[src/rtl/s32x_sdr_arb_pkg.sv]
// s32x_sdr_arb_pkg: shared types for the 32X SDRAM arbiter.
package s32x_sdr_arb_pkg;

    localparam int SDR_AW = 17;

    typedef struct packed {
        logic [SDR_AW-1:0] a;
        logic [15:0]       d;
        logic [1:0]        we;
        logic              rd;
    } sdr_req_t;

    typedef enum logic [1:0] {IDLE, ACCESS, RESP} sdr_arb_state_t;

    localparam logic [1:0] OWN_M = 2'b01;
    localparam logic [1:0] OWN_S = 2'b10;

endpackage

[src/rtl/s32x_sdr_arb_pick.sv]
// s32x_sdr_arb_pick: winner selection between master and slave SH2 requests.
// S32X_SDR_ARB_FIXED_PRIO_EN selects master priority with a starvation limit; default is round-robin.
module s32x_sdr_arb_pick
    import s32x_sdr_arb_pkg::*;
`ifdef S32X_SDR_ARB_FIXED_PRIO_EN
#(
    parameter int STARVE_LIMIT = 3,
    parameter int CW           = 2
)
`endif
(
    input  logic          req_m,
    input  logic          req_s,
`ifdef S32X_SDR_ARB_FIXED_PRIO_EN
    input  logic [CW-1:0] starve_cnt,
`else
    input  logic [1:0]    last,
`endif
    output logic [1:0]    win
);

`ifdef S32X_SDR_ARB_FIXED_PRIO_EN
    always_comb begin
        win = (req_m & req_s) ? (starve_cnt == CW'(STARVE_LIMIT) ? OWN_S : OWN_M)
            : req_m ? OWN_M : req_s ? OWN_S : 2'b00;
    end
`else
    always_comb begin
        win = (req_m & req_s) ? (last == OWN_S ? OWN_M : OWN_S)
            : req_m ? OWN_M : req_s ? OWN_S : 2'b00;
    end
`endif

endmodule

[src/rtl/s32x_sdr_arb.sv]
// s32x_sdr_arb: arbitrates master/slave SH2 CS3 accesses onto the single 32X SDRAM port.
// Define S32X_SDR_ARB_FIXED_PRIO_EN for master priority with a slave starvation limit.
module s32x_sdr_arb
    import s32x_sdr_arb_pkg::*;
#(
    parameter int AW           = 17,
    parameter int STARVE_LIMIT = 3
) (
    input  logic          CLK,
    input  logic          RST,
    input  logic          M_CS,
    input  logic [AW-1:0] M_A,
    input  logic [15:0]   M_DO,
    input  logic [1:0]    M_WE,
    input  logic          M_RD,
    output logic [15:0]   M_DI,
    output logic          M_WAIT,
    input  logic          S_CS,
    input  logic [AW-1:0] S_A,
    input  logic [15:0]   S_DO,
    input  logic [1:0]    S_WE,
    input  logic          S_RD,
    output logic [15:0]   S_DI,
    output logic          S_WAIT,
    output logic [AW-1:0] SDR_A,
    output logic [15:0]   SDR_DO,
    output logic          SDR_CS,
    output logic [1:0]    SDR_WE,
    output logic          SDR_RD,
    input  logic [15:0]   SDR_DI,
    input  logic          SDR_WAIT,
    output logic [1:0]    GNT
);

    sdr_arb_state_t state, nxt;
    sdr_req_t       req_r;
    logic [1:0]     gnt_r, last, win;
    logic           done_m, done_s, req_m, req_s, fin;

    assign req_m  = M_CS & (M_RD | |M_WE) & ~done_m;
    assign req_s  = S_CS & (S_RD | |S_WE) & ~done_s;
    assign M_WAIT = M_CS & ~done_m;
    assign S_WAIT = S_CS & ~done_s;
    assign fin    = (state == ACCESS) & ~SDR_WAIT;
    assign GNT    = gnt_r;
    assign SDR_A  = AW'(req_r.a);
    assign SDR_DO = req_r.d;

`ifdef S32X_SDR_ARB_FIXED_PRIO_EN
    localparam int CW = $clog2(STARVE_LIMIT + 1);
    logic [CW-1:0] starve_cnt;

    always_ff @(posedge CLK or posedge RST) begin
        if (RST)
            starve_cnt <= '0;
        else if (state == IDLE && |win)
            starve_cnt <= (win == OWN_M && req_s) ? starve_cnt + CW'(1) : '0;
    end

    s32x_sdr_arb_pick #(.STARVE_LIMIT(STARVE_LIMIT), .CW(CW)) u_pick (
        .req_m      (req_m),
        .req_s      (req_s),
        .starve_cnt (starve_cnt),
        .win        (win)
    );
`else
    s32x_sdr_arb_pick u_pick (
        .req_m (req_m),
        .req_s (req_s),
        .last  (last),
        .win   (win)
    );
`endif

    always_ff @(posedge CLK or posedge RST) begin
        if (RST)
            state <= IDLE;
        else
            state <= nxt;
    end

    always_comb begin
        nxt    = state;
        SDR_CS = 1'b0;
        SDR_WE = 2'b00;
        SDR_RD = 1'b0;
        if (state == IDLE && |win)
            nxt = ACCESS;
        if (state == ACCESS) begin
            SDR_CS = 1'b1;
            SDR_WE = req_r.we;
            SDR_RD = req_r.rd;
            if (fin)
                nxt = RESP;
        end
        if (state == RESP)
            nxt = IDLE;
    end

    // done_x only latches if the owner still holds CS at completion; any CS-low cycle clears it
    always_ff @(posedge CLK or posedge RST) begin
        if (RST) begin
            req_r  <= '0;
            gnt_r  <= 2'b00;
            last   <= OWN_S;
            done_m <= 1'b0;
            done_s <= 1'b0;
            M_DI   <= '0;
            S_DI   <= '0;
        end else begin
            if (state == IDLE && |win) begin
                req_r <= (win == OWN_M) ? {SDR_AW'(M_A), M_DO, M_WE, M_RD & ~|M_WE}
                                        : {SDR_AW'(S_A), S_DO, S_WE, S_RD & ~|S_WE};
                gnt_r <= win;
                last  <= win;
            end
            if (fin)
                gnt_r <= 2'b00;
            if (fin && req_r.rd && gnt_r == OWN_M)
                M_DI <= SDR_DI;
            if (fin && req_r.rd && gnt_r == OWN_S)
                S_DI <= SDR_DI;
            done_m <= M_CS & (done_m | (fin & (gnt_r == OWN_M)));
            done_s <= S_CS & (done_s | (fin & (gnt_r == OWN_S)));
        end
    end

endmodule

[config.mk]
export PLATFORM = sky130hd
export DESIGN_NAME = s32x_sdr_arb
export DESIGN_NICKNAME = d
export VERILOG_FILES = /design/src/rtl/s32x_sdr_arb_pkg.sv /design/src/rtl/s32x_sdr_arb_pick.sv /design/src/rtl/s32x_sdr_arb.sv
export SDC_FILE = /design/constraint.sdc
export NUM_CORES = 1
export LEC_CHECK = 0
export ABC_AREA = 1
export ABC_CLOCK_PERIOD_IN_PS = 3100
export CAP_MARGIN = 20
export CORE_ASPECT_RATIO = 1.4
export CORE_MARGIN = 5
export CORE_UTILIZATION = 43
export CTS_BUF_LIST = sky130_fd_sc_hd__clkbuf_4 sky130_fd_sc_hd__clkbuf_8 sky130_fd_sc_hd__clkbuf_16
export DETAILED_ROUTE_END_ITERATION = 10
export PLACE_DENSITY_LB_ADDON = 0.25
export SLEW_MARGIN = 40
export SYNTH_ARGS = -nofsm -noshare
export SYNTH_HDL_FRONTEND = slang
export SYNTH_SLANG_ARGS = --single-unit
[constraint.sdc]
create_clock -name CLK -period 3.1 [get_ports CLK]
set_input_delay 0.62 -clock CLK [delete_from_list [all_inputs] [get_ports CLK]]
set_output_delay 0.62 -clock CLK [all_outputs]
set_load 0.02 [all_outputs]
==> run metrics <==
routed vias/inst=4.70; Worst setup EP type=output pin; Slowest cell on crit path=clkdlybuf4s50_1; Startpoint Class=input port; Power Total=0.00530 W; Post-Synthesis Cells=521; Pwr per Cell Area=931 nW/um^2; share of layout cells above drive strength 1=0.0631; register area=1900 um^2; Post-Route WL=10.7 mm; Detailed Place HPWL=7.72 mm; crit-path max cell delay=0.62 ns; Ys Warns=0; Adder-Cell Fraction of Synth Area=0; final critical-path required period=2.55 ns; fillcell total=800; Max rail drop VDD=0.000620 V; first-pass iteration count of the detailed router=4; syn_area_per_cell=7.62 um^2; setup TNS=0 ns; Distinct cells, synth=19; Slew HR=0.571; GPL Wtd Cong=0.830; worst hold path class=flip-flop to flip-flop; Die H=124 um; largest net degree at the start of global routing=39; Final Slew Violations=0; measured slew at the worst slew-check pin=0.643 ns; worst path required time=2.48 ns; status=completed; initial antenna violation count=0; Crit path max-delay family=buffers and inverters; vias in the first global route=3553; CTS Buf Count=9; max-cap violations=0; Seq/Total Area, Yosys=0.479; post-synth top area share=0.473; Post-Synth XOR/XNOR Area=0; worst path bufs/invs=3; Cell Chain, Critical Path=clkdlybuf4s50_1 -> inv_2 -> nor2_4 -> clkdlybuf4s50_1; first-pass GRT wire length=17.4 mm; cts hold-fix bufs=0; period utilization=0.823; Die X=91.2 um; M3 GR Usage=0.0671; final core occ=0.631; Global Route Usage Sum=0.192; post-route ant nets=0; simple-gate area share of the yosys netlist=0.271; Min Hold Slack=0.476 ns; Die ar.=11300 um^2; gr busiest metal=met2; Resized cells post-CTS=0; M1 GR Usage=0.236; met2 usage=0.309; FF+latch count, synth=76; CP Max Fanout=3; Starting Density=0.440; setup violators final=0; CTS H-tree lvls=3; I/O Buffers=165; Pleak=2.94 nW; Post-synth EDFFs=0; TritonCTS Sinks=76; standard-cell rows=41; crit path DAT=1.93 ns; synth top area cells=dfrtp_1 (47%), nand2_1 (14%), nand3_1 (9.1%); Max Clk Rate=392 MHz; CORE AREA=9030 um^2; RSZ-0062 raised after global routing=false; root buffer cell=clkbuf_16; Synth async-reset ratio=1.00; grt ovf=0; DRC errors left=0; Worst-path clk slew=0.06 ns; later-pin clock latency in the skew report=0.33 ns; Clock Skew=0.00591 ns; routed length per instance=14.1 um; compound-gate portion of the synthesized area=0.0526; Post-CTS Setup Bufs=0; final layout net count=738; post-synthesis mux area share=0; top-level I/O count=166; kind of critical path=input port to output pin; CTS tree=yes; multi-input logic area=1290 um^2; final hold violations=0; first-iteration detailed-routing DRC count=118; Main synth FF type=dfrtp_1; syn_nets=614; Ant. Diodes=0; most used cell, CP=clkdlybuf4s50_1; via count=3558; Layout area overhead=43.4%; Cell Area, Synth=3970 um^2; largest family of logic cells by synthesized area=simple AND/OR/NAND/NOR gates; Yosys top cell by area=dfrtp_1; CTS Buffer Depth=2
report_power, final:
group / leakage (nW) / internal, W / switching (W)
registers: 0.970 / 0.00146 / 0.000271
clock network: 0.150 / 0.000633 / 0.000371
logic: 1.82 / 0.00115 / 0.00142
total: 2.94 / 0.00324 / 0.00207
cell usage in the layout (no fill, tap or decap), types with 4 or more instances in the layout:
cell,n
nand3_1,72
nor2_1,12
inv_2,7
buf_4,5
nand2_1,151
dfrtp_1,75
clkdlybuf4s50_1,165
inv_1,95
clkbuf_16,9
a21oi_1,4
nor2_4,4
o21ai_1,33
final timing paths:
path / from / to / slack, ns / cells past startpoint
setup / recovery: S_CS / S_WAIT / 0.55 / 4
hold reg to reg: req_r[2] / req_r[2] / 0.48 / 2
min in group asynchronous: RST / SDR_DO[15] / 0.65 / 2
max in group asynchronous: RST / SDR_A[10] / 1.74 / 3
hold / removal: req_r[2] / req_r[2] / 0.48 / 2
setup reg to reg: done_s / SDR_A[5] / 1.25 / 7
sequential cells by signal, indices dropped and copies added, names as in the netlist:
signal / flops
state: 2
req_r: 3
GNT: 2
S_DI: 16
done_m: 1
M_DI: 16
SDR_A: 17
last: 2
SDR_DO: 16
done_s: 1
logic make-up (layout without fill, tap and decap cells):
| group | Yosys count | after routing |
|---|---|---|
| and+or+nand+nor | 246 | 246 |
| buffers and inverters | 160 | 289 |
| DFF | 76 | 76 |
| AOI/OAI and AO/OA | 39 | 39 |
per-stage QoR:
stage	instances	area, um^2	worst slack, ns
6_report	757	5690	0.550
3_3_place_gp	741	5400	0.464
5_1_grt	757	5690	0.488
2_1_floorplan	521	3970	0.543
3_5_place_dp	741	5400	0.449
4_1_cts	757	5690	0.507
cell usage after synthesis, types with 2 or more instances:
| cell type | instances |
|---|---|
| buf_4 | 36 |
| o21ai_1 | 33 |
| a21oi_1 | 4 |
| nand3_2 | 3 |
| inv_2 | 7 |
| nand2_2 | 2 |
| nand2_1 | 151 |
| dfrtp_1 | 75 |
| inv_1 | 96 |
| nor2_1 | 12 |
| nand3_1 | 72 |
| buf_6 | 3 |
| nor2_4 | 4 |
| buf_2 | 18 |
cell type report:
type                            count  share of cell area
Multi-Input combinational cell    285               0.226
Tap cell                          107              0.0235
Clock inverter                      1            0.000879
Clock buffer                       15              0.0508
Inverter                          103              0.0681
Timing Repair Buffer              170               0.297
Sequential cell                    76               0.334
worst reg2reg max path, cell delays in order (launching register included):
cell and delay [ns]:
dfrtp_1 0.41, nor2_4 0.16, nand2_1 0.07, nand2_1 0.09, nand2_2 0.22, inv_2 0.57
nand3_1 0.17, nand2_1 0.10
routing by layer:
layer / share of wire / up-vias
met1: 0.41 / 1621
met3: 0.091 / 14
li1: - / 1793
met5: 0 / -
met2: 0.48 / 130
met4: 0.021 / 0
Power figures use the tool's default switching activity.
